==> src/rtl/gps_carr_nco.sv <==
// Carrier NCO: a phase accumulator drives a sin/cos lookup table and counts carrier cycles.
// Latency: 2 cycles from send_en to out_valid. Frequency changes are deferred to an accumulator wrap.
// Backpressure: none; send_en is a free-running strobe and every strobe yields one sample.
//
// Ports:
//   clk, rst          : clock; synchronous active-low reset
//   send_en           : sample strobe (advances the accumulator, launches one sample)
//   fcw_in, fcw_load  : frequency control word and its single-cycle load request
//   phase_off         : static phase offset in LUT steps
//   phase_clr         : zero the accumulator (wins over send_en)
//   fcw_pending       : a loaded FCW is waiting for the next wrap
//   carrierWave_sin/cos, out_valid : signed samples and their valid flag
//   carr_cycles       : count of accumulator wraps
module gps_carr_nco #(
    parameter int ACC_W = 32,
    parameter int LUT_W = 4,
    parameter int AMP_W = 12,
    parameter int CNT_W = 16
) (
    input  logic                    clk,
    input  logic                    rst,
    input  logic                    send_en,
    input  logic [ACC_W-1:0]        fcw_in,
    input  logic                    fcw_load,
    input  logic [LUT_W-1:0]        phase_off,
    input  logic                    phase_clr,
    output logic                    fcw_pending,
    output logic signed [AMP_W-1:0] carrierWave_sin,
    output logic signed [AMP_W-1:0] carrierWave_cos,
    output logic                    out_valid,
    output logic [CNT_W-1:0]        carr_cycles
);

    localparam int     N     = 2 ** LUT_W;
    localparam int     Q     = N / 4;
    // pi in Q28 fixed point, used only while building the tables
    localparam longint PI_Q  = 64'sd843314857;
    localparam longint AMP_A = (64'sd1 <<< (AMP_W - 1)) - 64'sd1;

    // Magnitude of A*sin(2*pi*j/N) for j in the first quadrant (0..Q), rounded.
    // Taylor series in Q28 fixed point; accurate far beyond one output LSB.
    function automatic longint quarter_sin(input int j);
        longint x;
        longint term;
        longint sum;
        x    = (64'sd2 * PI_Q * longint'(j)) / longint'(N);
        term = x;
        sum  = x;
        for (int n = 1; n <= 7; n++) begin
            term = -((((term * x) >>> 28) * x) >>> 28) / longint'((2 * n) * (2 * n + 1));
            sum  = sum + term;
        end
        return (sum * AMP_A + (64'sd1 <<< 27)) >>> 28;
    endfunction

    // Full-cycle entry built from quadrant symmetry so negative codes are exact negatives.
    function automatic logic signed [AMP_W-1:0] sin_entry(input int k);
        int     qd;
        int     r;
        longint m;
        qd = k / Q;
        r  = k % Q;
        m  = (qd == 0 || qd == 2) ? quarter_sin(r) : quarter_sin(Q - r);
        if (qd >= 2) begin
            m = -m;
        end
        return AMP_W'(m);
    endfunction

    // Packed table; shift = Q turns the sine table into the cosine table.
    function automatic logic [N*AMP_W-1:0] build_tab(input int shift);
        logic [N*AMP_W-1:0] tab;
        tab = '0;
        for (int k = 0; k < N; k++) begin
            tab[k*AMP_W +: AMP_W] = sin_entry((k + shift) % N);
        end
        return tab;
    endfunction

    localparam logic [N*AMP_W-1:0] SIN_TAB = build_tab(0);
    localparam logic [N*AMP_W-1:0] COS_TAB = build_tab(Q);

    logic [ACC_W-1:0] acc;
    logic [ACC_W-1:0] fcw_act;
    logic [ACC_W-1:0] fcw_shadow;
    logic [ACC_W:0]   acc_sum;
    logic             wrap;
    logic [LUT_W-1:0] idx;
    logic [LUT_W-1:0] idx_q;
    logic             vld_q;

    assign acc_sum = {1'b0, acc} + {1'b0, fcw_act};
    // A cleared accumulator never counts as a wrap, even when send_en is high.
    assign wrap    = send_en & ~phase_clr & acc_sum[ACC_W];
    // Index comes from the accumulator value before this cycle's update.
    assign idx     = acc[ACC_W-1 -: LUT_W] + phase_off;

    // Accumulator, frequency control and carrier cycle counter
    always_ff @(posedge clk) begin
        if (!rst) begin
            acc         <= '0;
            fcw_act     <= '0;
            fcw_shadow  <= '0;
            fcw_pending <= 1'b0;
            carr_cycles <= '0;
        end else begin
            if (phase_clr) begin
                acc <= '0;
            end else if (send_en) begin
                acc <= acc_sum[ACC_W-1:0];
            end

            if (wrap) begin
                carr_cycles <= carr_cycles + 1'b1;
            end

            if (fcw_load && !send_en) begin
                // Idle carrier: no phase to protect, apply immediately.
                fcw_act     <= fcw_in;
                fcw_shadow  <= fcw_in;
                fcw_pending <= 1'b0;
            end else begin
                // The wrap commits whatever was pending before this cycle;
                // a load in the same cycle waits for the following wrap.
                if (wrap && fcw_pending) begin
                    fcw_act <= fcw_shadow;
                end
                if (fcw_load) begin
                    fcw_shadow  <= fcw_in;
                    fcw_pending <= 1'b1;
                end else if (wrap) begin
                    fcw_pending <= 1'b0;
                end
            end
        end
    end

    // Two-stage sample pipeline; phase_clr does not flush it.
    always_ff @(posedge clk) begin
        if (!rst) begin
            idx_q           <= '0;
            vld_q           <= 1'b0;
            out_valid       <= 1'b0;
            carrierWave_sin <= '0;
            carrierWave_cos <= '0;
        end else begin
            vld_q     <= send_en;
            idx_q     <= send_en ? idx : idx_q;
            out_valid <= vld_q;
            if (vld_q) begin
                carrierWave_sin <= SIN_TAB[int'(idx_q)*AMP_W +: AMP_W];
                carrierWave_cos <= COS_TAB[int'(idx_q)*AMP_W +: AMP_W];
            end
        end
    end

endmodule
==> config.mk <==
export PLATFORM = sky130hd
export DESIGN_NAME = gps_carr_nco
export DESIGN_NICKNAME = d
export VERILOG_FILES = /design/src/rtl/gps_carr_nco.sv
export SDC_FILE = /design/constraint.sdc
export NUM_CORES = 1
export LEC_CHECK = 0
export ABC_AREA = 1
export CAP_MARGIN = 20
export CORE_MARGIN = 10
export CORE_UTILIZATION = 40
export CTS_CLUSTER_SIZE = 24
export DETAILED_ROUTE_END_ITERATION = 8
export GPL_ROUTABILITY_DRIVEN = 0
export PLACE_DENSITY = 0.61
export SLEW_MARGIN = 10
export SYNTH_ARGS = -nofsm -noshare
export SYNTH_HDL_FRONTEND = slang
export SYNTH_SLANG_ARGS = --single-unit
==> constraint.sdc <==
create_clock -name clk -period 2.2 [get_ports clk]
set_input_delay 0.22 -clock clk [delete_from_list [all_inputs] [get_ports clk]]
set_output_delay 0.22 -clock clk [all_outputs]
set_load 0.05 [all_outputs]
* Yosys cells after proc, flatten, opt, wreduce, memory -nomap -nowiden
Cells that the tools add are included.
** Word-level totals
- Register bits :: 143
- Latch bits :: 0
- RAM bits :: 0
- Bits in read-only memories :: 0
- Input bits :: 41
- Output and inout bits :: 42
- Word-level logic and storage cells :: 34
- Memories :: 0
** Operators by class
- $add $sub $neg :: 3
- Multiply operators :: 1
- Div/mod/pow operators :: 0
- $lt $le $gt $ge :: 0
- Eq/ne operators :: 0
- Shift-type cells :: 2
- Multiplexer cells :: 6
- Bitwise gates (word level) :: 4
- Reductions and logical operators :: 8
** Operators by type and width (count)
- $shiftx A192 B32 Y12 const A :: 1
- $shiftx A192 B9 Y12 const A :: 1
- $mux W32 :: 4
- $add A32 B32 Y33 :: 1
- $add A16 B1 Y16 const B :: 1
- $mul A4 B2 Y6 const B :: 1
- $reduce_bool A2 Y1 :: 3
- $add A4 B4 Y4 :: 1
- $reduce_or A2 Y1 :: 2
- $and A1 B1 Y1 :: 2
- $logic_and A1 B1 Y1 :: 2
- $mux W1 :: 2
- $not A1 Y1 :: 2
- $logic_not A1 Y1 :: 1

* Depth between registers and ports, before layout
- Depth after elaboration :: 6
- Gate-level depth with buffers :: 15
- Depth with buffers taken out :: 14

* Worst setup path before layout
Ideal clock, no wire load.
- Kind :: register -> register
- Start :: register acc[0]
- End :: register fcw_act[23]
- Setup time :: 0.115 ns
- Arrival :: 1.871 ns
- Data required time :: 2.085 ns
- Setup slack :: 0.214 ns
- Stages on the path, launching flop included :: 16
- Buffers on the path :: 1
- Period minus slack after synthesis :: 1.986 ns
- Path through :: dfxtp_1 -> ha_1 -> fa_1 -> nand2_1 -> nand2_1 -> nand3_1 -> nand2_1 -> nand2_1 -> nand2_2 -> nand2_2 -> nand2_4 -> nand3_4 -> buf_6 -> nand3_1 -> nand2_1 -> nor2_1
** On the way
- Word-level cells in the longest chain between the ends :: 4
** Ends and longest elaborated chain
- start, declared :: line 83 : logic [ACC_W-1:0] acc;
- start signal, assigned :: line 110 : acc <= acc_sum[ACC_W-1:0];
- $add A32 B32 Y33 :: line 92 : assign acc_sum = {1'b0, acc} + {1'b0, fcw_act};
- $and A1 B1 Y1 :: line 94 : assign wrap = send_en & ~phase_clr & acc_sum[ACC_W];
- $logic_and A1 B1 Y1 :: line 125 : if (wrap && fcw_pending) begin
- $reduce_bool A2 Y1 (no line)
- end signal, assigned :: line 119 : fcw_act <= fcw_in;
- end signal, assigned :: line 126 : fcw_act <= fcw_shadow;
- end, declared :: line 84 : logic [ACC_W-1:0] fcw_act;
No other way between the ends.
A chain may end at the register's enable or synchronous reset.

* Final worst setup path
- Start :: register fcw_act[13]
- End :: register fcw_act[11]
** On the way
- Word-level cells in the longest chain between the ends :: 4
** Ends and longest elaborated chain (line)
- $add A32 B32 Y33 :: 92
- $and A1 B1 Y1 :: 94
- $logic_and A1 B1 Y1 :: 125
- $reduce_bool A2 Y1 (no line)
No other way between the ends.

==> results.cfg <==
[status]
status = completed

[clock_network]
h-tree-depth = 4
root_buffer = clkbuf_16
numClockSinks = 139
path_clk_slew_ps = 70
clk_latency_ps = 430
clock_path_buffers = 2
numCtsBuffers = 17
tritoncts = yes

[critical_path]
cp-end-kind = register
r2r_end = fcw_act[11]
ff2ff_setup_slack_ps = 110
critPathMaxFanout = 17
r2r_start = fcw_act[13]
rr_worst_depth = 12
crit_arrival_ps = 2450
crit_type = register to register
required_ps = 2560
cp-start-kind = register

[power]
peakVddDrop_uv = 608
power.total_uw = 6780
power_density_nw_per_um2 = 638
p_leak_uw = 0.00516

[sta]
worstMarginPinSlew_ps = 637
hold_viol = 0
final-setup-viol-count = 0
slew_violations = 0
whs_ps = 203
period_minus_slack_ps = 2090
clock_skew_ps = 11.3
max_slew_margin_pct = 57.4
fmax_ghz = 0.477
fin_setup_tns_ps = 0
period_share_pct = 95.2
grt_setup_unrepaired = yes

[detailed_routing]
wire_per_inst_um = 14.0
drt_iter0_drc = 570
routed_via_density = 4.85
wl_um = 23600
routedLengthMet1_um = 10700
vias = 8189
drt_first_pass_iters = 6
met3_length_um = 881
highest_layer = met4
drc = 0
routed-wl-met2_um = 11600
final_antenna_net_count = 0

[grt]
grt-ovfl-total = 0
grtUsageTotal_pct = 16.6
grt_antenna_before_repair = 0
grt_pass1_vias = 7770
grt_max_degree = 82
grt_pass1_wl_um = 38900

[cells_and_area]
multi_input_area_um2 = 4940
fin_util_pct = 50.7
area_growth_pct = 24.9
num_antenna_cells = 0
nets = 1487
drive_gt1_share_pct = 11.0
fillers = 2170
register_area_um2 = 2780

[logic_synthesis]
syn_area_per_cell_um2 = 6.58
synth_nets = 1382
synthDistinctLibCells = 39
synthCells = 1294
synth-seq-cells = 139
seq_area_frac_synth_pct = 32.7
yosys_warnings = 0
netlist_area_um2 = 8510

[min_path]
hold_end = acc[14]
hold_start = rst
hold_path.class = primary input to register
holdPathStages = 5

[floorplanning]
start_util_pct = 40.6
die_x_um = 166
io_pins = 83
die_area_um2 = 27500
core.rowCount = 53
dieHeight_um = 166
core_um2 = 21000

[placed_design]
dp_hpwl_um = 17300
portBuffers = 82

[run]
cap_violations = 0
==> placed cells by master (no fill, tap or decap), types with 7 or more instances in the layout <==
cell type        instances
mux2_2                  32
buf_4                   52
a21oi_1                101
nor3_1                  12
dfxtp_1                138
clkbuf_16               17
o21ai_0                 80
nor2_1                 215
nand2_1                260
xor2_1                  22
inv_1                  165
xnor2_1                  8
buf_12                   7
clkdlybuf4s50_1         80
nand3_1                 96
ha_1                    43
==> metrics by stage <==
step	instance area (um2)	std cells	setup WS, ps
2_1_floorplan	8510	1294	214
3_3_place_gp	9920	1652	-29.6
3_5_place_dp	9920	1652	-58.9
4_1_cts	10500	1684	9.65
5_1_grt	10600	1687	-12.7
6_report	10600	1687	105
==> registers in the layout, summed over array words and instances (netlist names) <==
signal / cells
fcw_act: 32
carrierWave_sin: 10
carrierWave_cos: 10
fcw_shadow: 32
idx_q: 4
vld_q: 1
fcw_pending: 1
acc: 32
out_valid: 1
carr_cycles: 16
==> how the worst max path moves through the flow <==
stage	slack (ps)	startpoint	endpoint	depth (start not counted)
CTS	10	acc[0]	fcw_act[11]	14
global placement	-30	acc[0]	fcw_act[11]	14
floorplan	210	acc[0]	fcw_act[23]	15
global route	-10	acc[0]	carr_cycles[6]	16
detailed placement	-60	acc[0]	fcw_act[11]	14
finish	110	fcw_act[13]	fcw_act[11]	12
==> worst max-delay path, stage by stage (launching register included) <==
cell	delay, ps
dfxtp_1	360
ha_1	340
nand2_1	110
nor2_1	200
a21oi_1	110
nand2_2	100
nand2_2	70
nand2_4	100
nand3_4	140
buf_12	200
nand3_1	80
nand2_2	70
nor2_4	160
==> cells by family (layout without fill, tap and decap cells) <==
group | count (synthesis) | count (layout) | synth area share, %
compound gates | 210 | 210 | 13.1
xor+xnor | 30 | 30 | 3.09
fa+ha+maj | 47 | 47 | 7.09
buf+inv | 227 | 344 | 10.7
flops | 139 | 139 | 32.7
mux | 32 | 32 | 4.23
simple gates | 609 | 610 | 29.1
==> where the power goes <==
group	switching (uW)	internal, uW	total, uW	leakage, uW
Combinational	678	496	1170	0.00374
Sequential	97.6	2660	2750	0.00114
Clock	1260	1600	2850	0.000277
==> layer usage <==
metal	vias to the layer above	GRT usage, %
li1	4345	-
met1	3668	20.0
met2	146	29.2
met3	30	3.43
met4	0	4.51
met5	-	0
==> repair_timing <==
action | 4_1_cts | 5_1_grt
buffers inserted | 0 | 2
pin swaps | 1 | 1
cloned | 0 | 1
hold buffers | 0 | 0
gates resized for setup | 2 | 24
setup endpoints to repair | 13 | 57
==> Yosys cell counts (all sizes together) <==
master   count  area [um2]
nand2      269        1020
clkinv       2        7.51
or2          1        6.26
nor2       218         818
o31ai        2        15.0
a31oi        4        25.0
a32o         1        10.0
o21a         1        7.51
dfxtp      139        2780
clkbuf      30         113
inv        168         631
o211ai       2        15.0
o21ai       81         405
a22oi        2        15.0
nand3b       1        7.51
nand3      100         513
a21o         4        30.0
o2111ai      1        8.76
buf         27         163
and2         1        6.26
mux2        32         360
o21bai       5        37.5
xor2        22         193
a21oi      106         534
a211oi       1        7.51
nor3        13        65.1
ha          45         563
xnor2        8        70.1
fa           2        40.0
nor4         2        12.5
nand4        4        25.0
==> cell type report <==
class	count	area share (%)
Sequential cell	139	26.2
Inverter	170	6.00
Clock inverter	14	1.38
Tap cell	275	3.24
Multi-Input combinational cell	929	46.4
Timing Repair Buffer	142	12.7
Clock buffer	18	4.04
Power figures use the tool's default switching activity.
